$ cat config.mk
export PLATFORM = sky130hd
export DESIGN_NAME = sfu_seq_ctrl
export DESIGN_NICKNAME = d
export VERILOG_FILES = /design/src/rtl/sfu_seq_ctrl.sv
export SDC_FILE = /design/constraint.sdc
export NUM_CORES = 1
export LEC_CHECK = 0
export BUFFER_PORTS_ARGS = -buffer_cell sky130_fd_sc_hd__buf_4
export CORE_ASPECT_RATIO = 0.7
export CORE_MARGIN = 5
export CORE_UTILIZATION = 51
export DETAILED_ROUTE_END_ITERATION = 7
export HOLD_SLACK_MARGIN = 0.03
export PLACE_DENSITY = 0.76
export SETUP_SLACK_MARGIN = 0.1
export SYNTH_ARGS = -nofsm -noshare
export SYNTH_HDL_FRONTEND = slang
export SYNTH_SLANG_ARGS = --single-unit
$ cat constraint.sdc
create_clock -name clk -period 2.12 [get_ports clk]
set_clock_uncertainty 0.05 [all_clocks]
set_input_delay 0.212 -clock clk [delete_from_list [all_inputs] [get_ports clk]]
set_output_delay 0.212 -clock clk [all_outputs]
set_load 0.01 [all_outputs]
$ cat src/rtl/sfu_seq_ctrl.sv
// Sequencer for the SFU accumulate/ReLU datapath: pops OFIFO psums, drives SFU acc/bypass, writes PMEM.
// Optional macro SFU_SEQ_CTRL_PERF_EN adds the perf_stall counter output.
module sfu_seq_ctrl #(
    parameter int addr_bw = 11,
    parameter int kpos_bw = 4
) (
    input  logic               clk,
    input  logic               reset,
    input  logic               start,
    input  logic               cfg_mode,
    input  logic [kpos_bw-1:0] cfg_kpos,
    input  logic [addr_bw-1:0] cfg_npix,
    input  logic [addr_bw-1:0] cfg_base,
    input  logic               ofifo_valid,
    output logic               ofifo_rd,
    output logic               sfu_psum_valid,
    output logic               sfu_acc,
    output logic               sfu_bypass,
    output logic               pmem_wen,
    output logic [addr_bw-1:0] pmem_addr,
    output logic               busy,
    output logic               done
`ifdef SFU_SEQ_CTRL_PERF_EN
    ,
    output logic [31:0]        perf_stall
`endif
);

    typedef enum logic [1:0] {
        IDLE  = 2'd0,
        RUN   = 2'd1,
        DRAIN = 2'd2,
        FIN   = 2'd3
    } state_t;

    state_t             r_state;
    state_t             w_next_state;
    logic               r_mode;
    logic [kpos_bw-1:0] r_kpos;
    logic [kpos_bw-1:0] r_kcnt;
    logic [addr_bw-1:0] r_npix;
    logic [addr_bw-1:0] r_base;
    logic [addr_bw-1:0] r_pcnt;
    logic               r_pmem_wen;
    logic [addr_bw-1:0] r_pmem_addr;

    logic w_start_ok;
    logic w_pop;
    logic w_kpos_last;
    logic w_pix_done;
    logic w_run_last;

    // NOTE: every signal written here gets a default first, so no path can infer a latch.
    always_comb begin
        w_start_ok   = (r_state == IDLE) & start;
        w_pop        = (r_state == RUN) & ofifo_valid;
        w_kpos_last  = (r_kcnt == r_kpos - kpos_bw'(1));
        w_pix_done   = w_pop & (r_mode | w_kpos_last);
        w_run_last   = w_pix_done & (r_pcnt == r_npix - addr_bw'(1));
        w_next_state = r_state;

        case (r_state)
            // An empty run still passes through DRAIN so done keeps its 2-cycle latency from start.
            IDLE:    if (w_start_ok) w_next_state = (cfg_npix == '0) ? DRAIN : RUN;
            RUN:     if (w_run_last) w_next_state = DRAIN;
            DRAIN:   w_next_state = FIN;
            FIN:     w_next_state = IDLE;
            default: w_next_state = IDLE;
        endcase

        // acc drops only on a pixel-completing pop: ReLU+clear in accumulate mode, raw pass in bypass.
        ofifo_rd       = w_pop;
        sfu_psum_valid = w_pop;
        sfu_acc        = ~w_pix_done;
        sfu_bypass     = r_mode & w_pop;
        busy           = (r_state != IDLE);
        done           = (r_state == FIN);
    end

    assign pmem_wen  = r_pmem_wen;
    assign pmem_addr = r_pmem_addr;

    // NOTE: sequential state uses non-blocking assignments only; reset is sampled synchronously.
    always_ff @(posedge clk) begin
        if (!reset) begin
            r_state     <= IDLE;
            r_mode      <= 1'b0;
            r_kpos      <= '0;
            r_kcnt      <= '0;
            r_npix      <= '0;
            r_base      <= '0;
            r_pcnt      <= '0;
            r_pmem_wen  <= 1'b0;
            r_pmem_addr <= '0;
        end else begin
            r_state    <= w_next_state;
            r_pmem_wen <= w_pix_done;
            if (w_pix_done) r_pmem_addr <= r_base + r_pcnt;

            if (w_start_ok) begin
                r_mode <= cfg_mode;
                r_kpos <= (cfg_kpos == '0) ? kpos_bw'(1) : cfg_kpos;
                r_npix <= cfg_npix;
                r_base <= cfg_base;
                r_kcnt <= '0;
                r_pcnt <= '0;
            end else if (w_pop) begin
                if (!r_mode) r_kcnt <= w_kpos_last ? '0 : r_kcnt + kpos_bw'(1);
                if (w_pix_done) r_pcnt <= r_pcnt + addr_bw'(1);
            end
        end
    end

`ifdef SFU_SEQ_CTRL_PERF_EN
    logic [31:0] r_perf_stall;

    always_ff @(posedge clk) begin
        if (!reset) begin
            r_perf_stall <= '0;
        end else if (w_start_ok) begin
            r_perf_stall <= '0;
        end else if ((r_state == RUN) && !ofifo_valid && (r_perf_stall != '1)) begin
            r_perf_stall <= r_perf_stall + 32'd1;
        end
    end

    assign perf_stall = r_perf_stall;
`endif

endmodule

# Yosys cells after proc, flatten, opt, wreduce, memory -nomap -nowiden
# Cells that the tools add are included.
classes:
  n_addsub: 5
  eq_ne: 7
  muxes: 6
  n_bitwise: 9
  reduce_logical: 8
ops:
  columns: ["cell", "count"]
  rows:
  - ["11-bit by 1-bit adder with 11-bit output (second input constant)", 1]
  - ["11-bit adder", 1]
  - ["11-bit equality test", 1]
  - ["11-bit zero test", 1]
  - ["11-bit by 1-bit subtractor with 11-bit output (second input constant)", 1]
  - ["4-bit 2-to-1 mux", 2]
  - ["2-bit one-hot mux with 4 select lines", 1]
  - ["2-bit 2-to-1 mux", 3]
  - ["2-bit AND reduction", 3]
  - ["1-bit AND", 5]
  - ["4-bit by 1-bit adder with 4-bit output (second input constant)", 1]
  - ["2-bit equality test (second input constant)", 2]
  - ["4-bit equality test", 1]
  - ["4-bit zero test", 1]
  - ["2-bit != test (second input constant)", 2]
  - ["4-bit by 1-bit subtractor with 4-bit output (second input constant)", 1]
  - ["1-bit inverter", 3]
  - ["2-bit by 1-bit equality test with 1-bit output (second input constant)", 1]
  - ["2-bit zero test", 1]
  - ["2-bit nonzero test", 1]
  - ["2-bit OR reduction", 1]
  - ["1-bit OR", 1]
word_totals:
  ff_bits: 56
  in_bits: 31
  out_inout_bits: 18
  wordCells: 44

# Logic depth before layout (Yosys ltp)
logic_depth:
  word_depth: 7
  ltp_mapped: 10
  mapped_depth_nobuf: 10

# Worst setup path before layout
# OpenSTA, ideal clock, no wires.
synth_timing:
  path_type: "register to register"
  start: "register r_npix[0]"
  end: "register r_state[1]"
  setup_ps: 91
  t_arrival_ps: 2015
  required_ps: 1979
  slack_ps: -36
  stages_incl_launch_ff: 11
  path_buffers: 1
  synth_period_minus_slack_ps: 2156
  path_cell_list: "dfxtp_1 > inv_1 > ha_1 > clkbuf_1 > o21ba_2 > a221oi_1 > a41o_1 > nand4_1 > o41ai_2 > nor2_1 > a311oi_1"
synth_between:
  elab_chain_cells: 5
synth_rtl:
  columns: ["element", "line", "text"]
  rows:
  - ["start, declared", "41", "logic [addr_bw-1:0] r_npix;"]
  - ["start signal, assigned", "103", "r_npix <= cfg_npix;"]
  - ["11-bit by 1-bit subtractor with 11-bit output", "59", "w_run_last = w_pix_done & (r_pcnt == r_npix - addr_bw'(1));"]
  - ["11-bit equality test", "59", null]
  - ["1-bit AND", "59", null]
  - ["2-bit != test (no line)", null, null]
  - ["2-bit AND reduction (no line)", null, null]
  - ["end signal, assigned", "96", "r_state <= w_next_state;"]
  - ["end, declared", "36", "state_t r_state;"]
# No other way between the ends.
# A chain may end at the register's enable or synchronous reset.

# Worst setup path after layout
layout_timing:
  start: "register r_kpos[1]"
  end: "output port sfu_acc"
layout_between:
  elab_chain_cells: 5
layout_rtl:
  columns: ["element", "line", "text"]
  rows:
  - ["start, declared", "39", "logic [kpos_bw-1:0] r_kpos;"]
  - ["start signal, assigned", "102", "r_kpos <= (cfg_kpos == '0) ? kpos_bw'(1) : cfg_kpos;"]
  - ["4-bit by 1-bit subtractor with 4-bit output", "57", "w_kpos_last = (r_kcnt == r_kpos - kpos_bw'(1));"]
  - ["4-bit equality test", "57", null]
  - ["1-bit OR", "58", "w_pix_done = w_pop & (r_mode | w_kpos_last);"]
  - ["1-bit AND", "58", null]
  - ["1-bit inverter", "74", "sfu_acc = ~w_pix_done;"]
  - ["end, declared", "17", "output logic sfu_acc,"]
# No other way between the ends.

==> impl_metrics.yaml <==
critical_path:
  cp_data_arrival_time_ns: 1.96
  critical_path.reg2reg.endpoint: "r_pcnt[10]"
  reg2reg_from: "r_kpos[1]"
  critPathRequiredTime_ns: 1.86
  reg2reg_depth: 10
  cp_slowest_stage_delay_ns: 0.36
  ff2ff_setup_slack_ns: -0.08
  path_class: "flip-flop to primary output"
  endpoint_kind: "primary output"
  cpMaxStageDelayCell: "dfxtp_2"
  cp-start-kind: "flip-flop"
  crit_chain: "inv_2 > ha_4 > xor2_2 > nand3_2 > o31ai_4 > buf_4 > buf_6 > buf_12 > inv_6 > buf_6"
  worst_path_most_repeated_cell: "buf_6"
  crit_path_max_fanout: 3
detailed_routing:
  antenna_left: 0
  vias: 3096
  wl_met2_um: 4160
  drc: 0
  routed.top_layer: "met4"
  wl_met3_um: 439
  wl_per_cell_um: 15.9
  met1_length_um: 4190
  vias_per_cell: 5.57
  totalWireLength_um: 8870
  dr.pass1.iters: 5
  drt_iter0_markers: 203
timing:
  fin_tns_setup_ns: -0.466
  finalCritPeriodShare: 1.05
  setup_ws_ns: -0.102
  setup-violations-final: 13
  max_slew_margin: 0.537
  max_freq_mhz: 450
  worst_slew_pin_slew_ns: 0.694
  timing.final.max_slew_violations: 0
  rsz0062_at_grt: "true"
  period_needed_ns: 2.22
  holdWs_ns: 0.0737
  hold_viol_final: 0
power:
  combPwrFrac: 0.432
  p_sw_frac: 0.368
  clock_power_share: 0.207
  intPower_mw: 2.27
  power.leakage_nw: 1.88
  p_switching_mw: 1.32
  p_per_area_mw_per_mm2: 828
  pwr-share-seq: 0.360
  ir_worst_vdd_mv: 0.375
clock_network:
  h-tree-depth: 2
  tritoncts: "yes"
  clk_latency_ns: 0.32
  clock-sinks: 56
  numCtsBuffers: 5
  clkTransAtPathRegs_ns: 0.11
  clockRootBuffer: "clkbuf_8"
  cts_buffer_depth: 2
floorplanning:
  initial_core_util: 0.516
  rows: 24
  fp.dieW_um: 104
  core_sq_mm: 0.00616
  die_area_sq_mm: 0.00794
  ios: 49
  die_h_um: 76.1
synth:
  ys_seq_elements: 56
  syn_inst: 394
  synth_commonest_cells: "nand2_1, dfxtp_1, a21oi_1"
  synth_top_area_cell: "dfxtp_1"
  synthTopCellsByArea: "dfxtp_1, nand2_1, ha_1, a21oi_1, xnor2_1"
  ys.flop_type: "dfxtp_1"
  ys_seq_area_frac: 0.353
  synth_cell_types: 53
  synth_warnings: 0
  synth.most_common_cell: "nand2_1"
  syn_nets: 445
  synth_area_sq_mm: 0.00318
  yosysTopAreaCellShare: 0.353
  synth_edf_count: 0
  synthArstFlopShare: 0
  synth.avg_cell_area_sq_um: 8.07
final_layout:
  nNetsFinal: 528
  diodes: 0
  drive_gt1_frac: 0.322
  syn_to_final_growth_pct: 36.6
  multiInputGateArea_sq_mm: 0.00215
  seqCellArea_sq_mm: 0.00113
  fill_cells: 457
min_path:
  whs_endpoint: "r_base[0]"
  hold_depth: 3
  min-delay-start: "cfg_base[0]"
  hp-class: "input port to flip-flop"
global_routing:
  overflow: 0
  grt_pass1_vias: 2908
  grt.total_usage: 0.211
  antenna_found_initial: 0
  grt_pass1_wl_um: 14000
  grt_max_degree: 38
placement:
  dp_hpwl_um: 5960
  port_buffers: 48
  gp_congestion: 0.886
outcome:
  outcome: "finished, violations left"
  violations: "negative setup slack"
run:
  drv_cap: 0
## state kept, by name (all words and copies together), names as in the netlist
register,count
pmem_addr,11
pmem_wen,1
r_base,11
r_kcnt,4
r_kpos,4
r_mode,1
r_npix,11
r_pcnt,11
r_state,2
## metal layers
metal  up-vias  track usage
met5         -            0
met4         0       0.0453
met3        11       0.0347
met2        93        0.337
met1      1467        0.300
li1       1525            -
## worst max-delay path, delay by kind of cell (launching register included)
family                   cells  cell delay (ns)
adder cells (fa/ha/maj)      1             0.26
buffers and inverters        6             0.55
XOR/XNOR                     1             0.14
flip-flops                   1             0.36
AND/OR/NAND/NOR              1             0.12
AO/OA/AOI/OAI                1             0.21
## worst max path at each step
stage / endpoint / cells past startpoint / start / slack [ns]
after detailed placement: pmem_addr[10] / 10 / r_base[0] / -0.07
after global placement: r_state[0] / 7 / r_npix[6] / 0.008
after floorplan: r_pcnt[10] / 9 / r_kpos[0] / 0.07
after global routing: sfu_acc / 10 / r_kpos[1] / -0.19
final: sfu_acc / 10 / r_kpos[1] / -0.10
after CTS: r_state[0] / 10 / r_kpos[0] / -0.13
## area by class of cell
cell class,instances,share of cell area
flip-flops and latches,56,0.261
repair buffers,93,0.176
well taps,78,0.0225
inverters,19,0.0176
clock buffers,5,0.0158
clock inverters,3,0.0107
multi-input cells,302,0.496
## power groups by stage
| stage | sequential [mW] | clock, mW | combinational [mW] |
|---|---|---|---|
| 3_3_place_gp | 1.30 | 0 | 1.33 |
| 4_1_cts | 1.29 | 0.744 | 1.45 |
| 3_5_place_dp | 1.31 | 0 | 1.36 |
| 6_report | 1.30 | 0.746 | 1.55 |
| 5_1_grt | 1.31 | 0.792 | 1.71 |
| 2_1_floorplan | 1.30 | 0 | 0.914 |
## layout by cell type (no fill, tap or decap), types with 6 or more instances in the layout
master	n
xor2_1	15
a21oi_1	37
buf_6	6
inv_1	12
dfxtp_1	47
ha_1	15
nor2_1	33
mux2i_1	11
dfxtp_2	8
o21ai_0	6
buf_4	84
nand2_1	65
inv_2	6
nand3_1	10
xnor2_1	14
## kinds of logic after synthesis
kind of cell,synth area share
compound gates,0.152
xor+xnor,0.0952
flops,0.353
buf+inv,0.0449
fa+ha+maj,0.0811
simple gates,0.240
mux,0.0346
## per-stage QoR
stage | instances | instance area [sq um] | util | power, mW | worst slack [ns]
2_1_floorplan | 394 | 3240 | - | 2.21 | 0.0740
3_3_place_gp | 533 | 3850 | 0.626 | 2.63 | 0.00772
3_5_place_dp | 533 | 3850 | 0.626 | 2.66 | -0.0727
4_1_cts | 551 | 4200 | 0.683 | 3.48 | -0.129
5_1_grt | 556 | 4340 | 0.705 | 3.82 | -0.189
6_report | 556 | 4340 | 0.705 | 3.60 | -0.102
## what timing repair did
action	in CTS	in global routing
resized for setup	32	25
gates cloned	1	0
setup endpoints to repair	17	25
buffers inserted	9	5
pin swaps	14	13
hold endpoints to repair	0	0
hold buffers	0	0
Power figures use the tool's default switching activity.
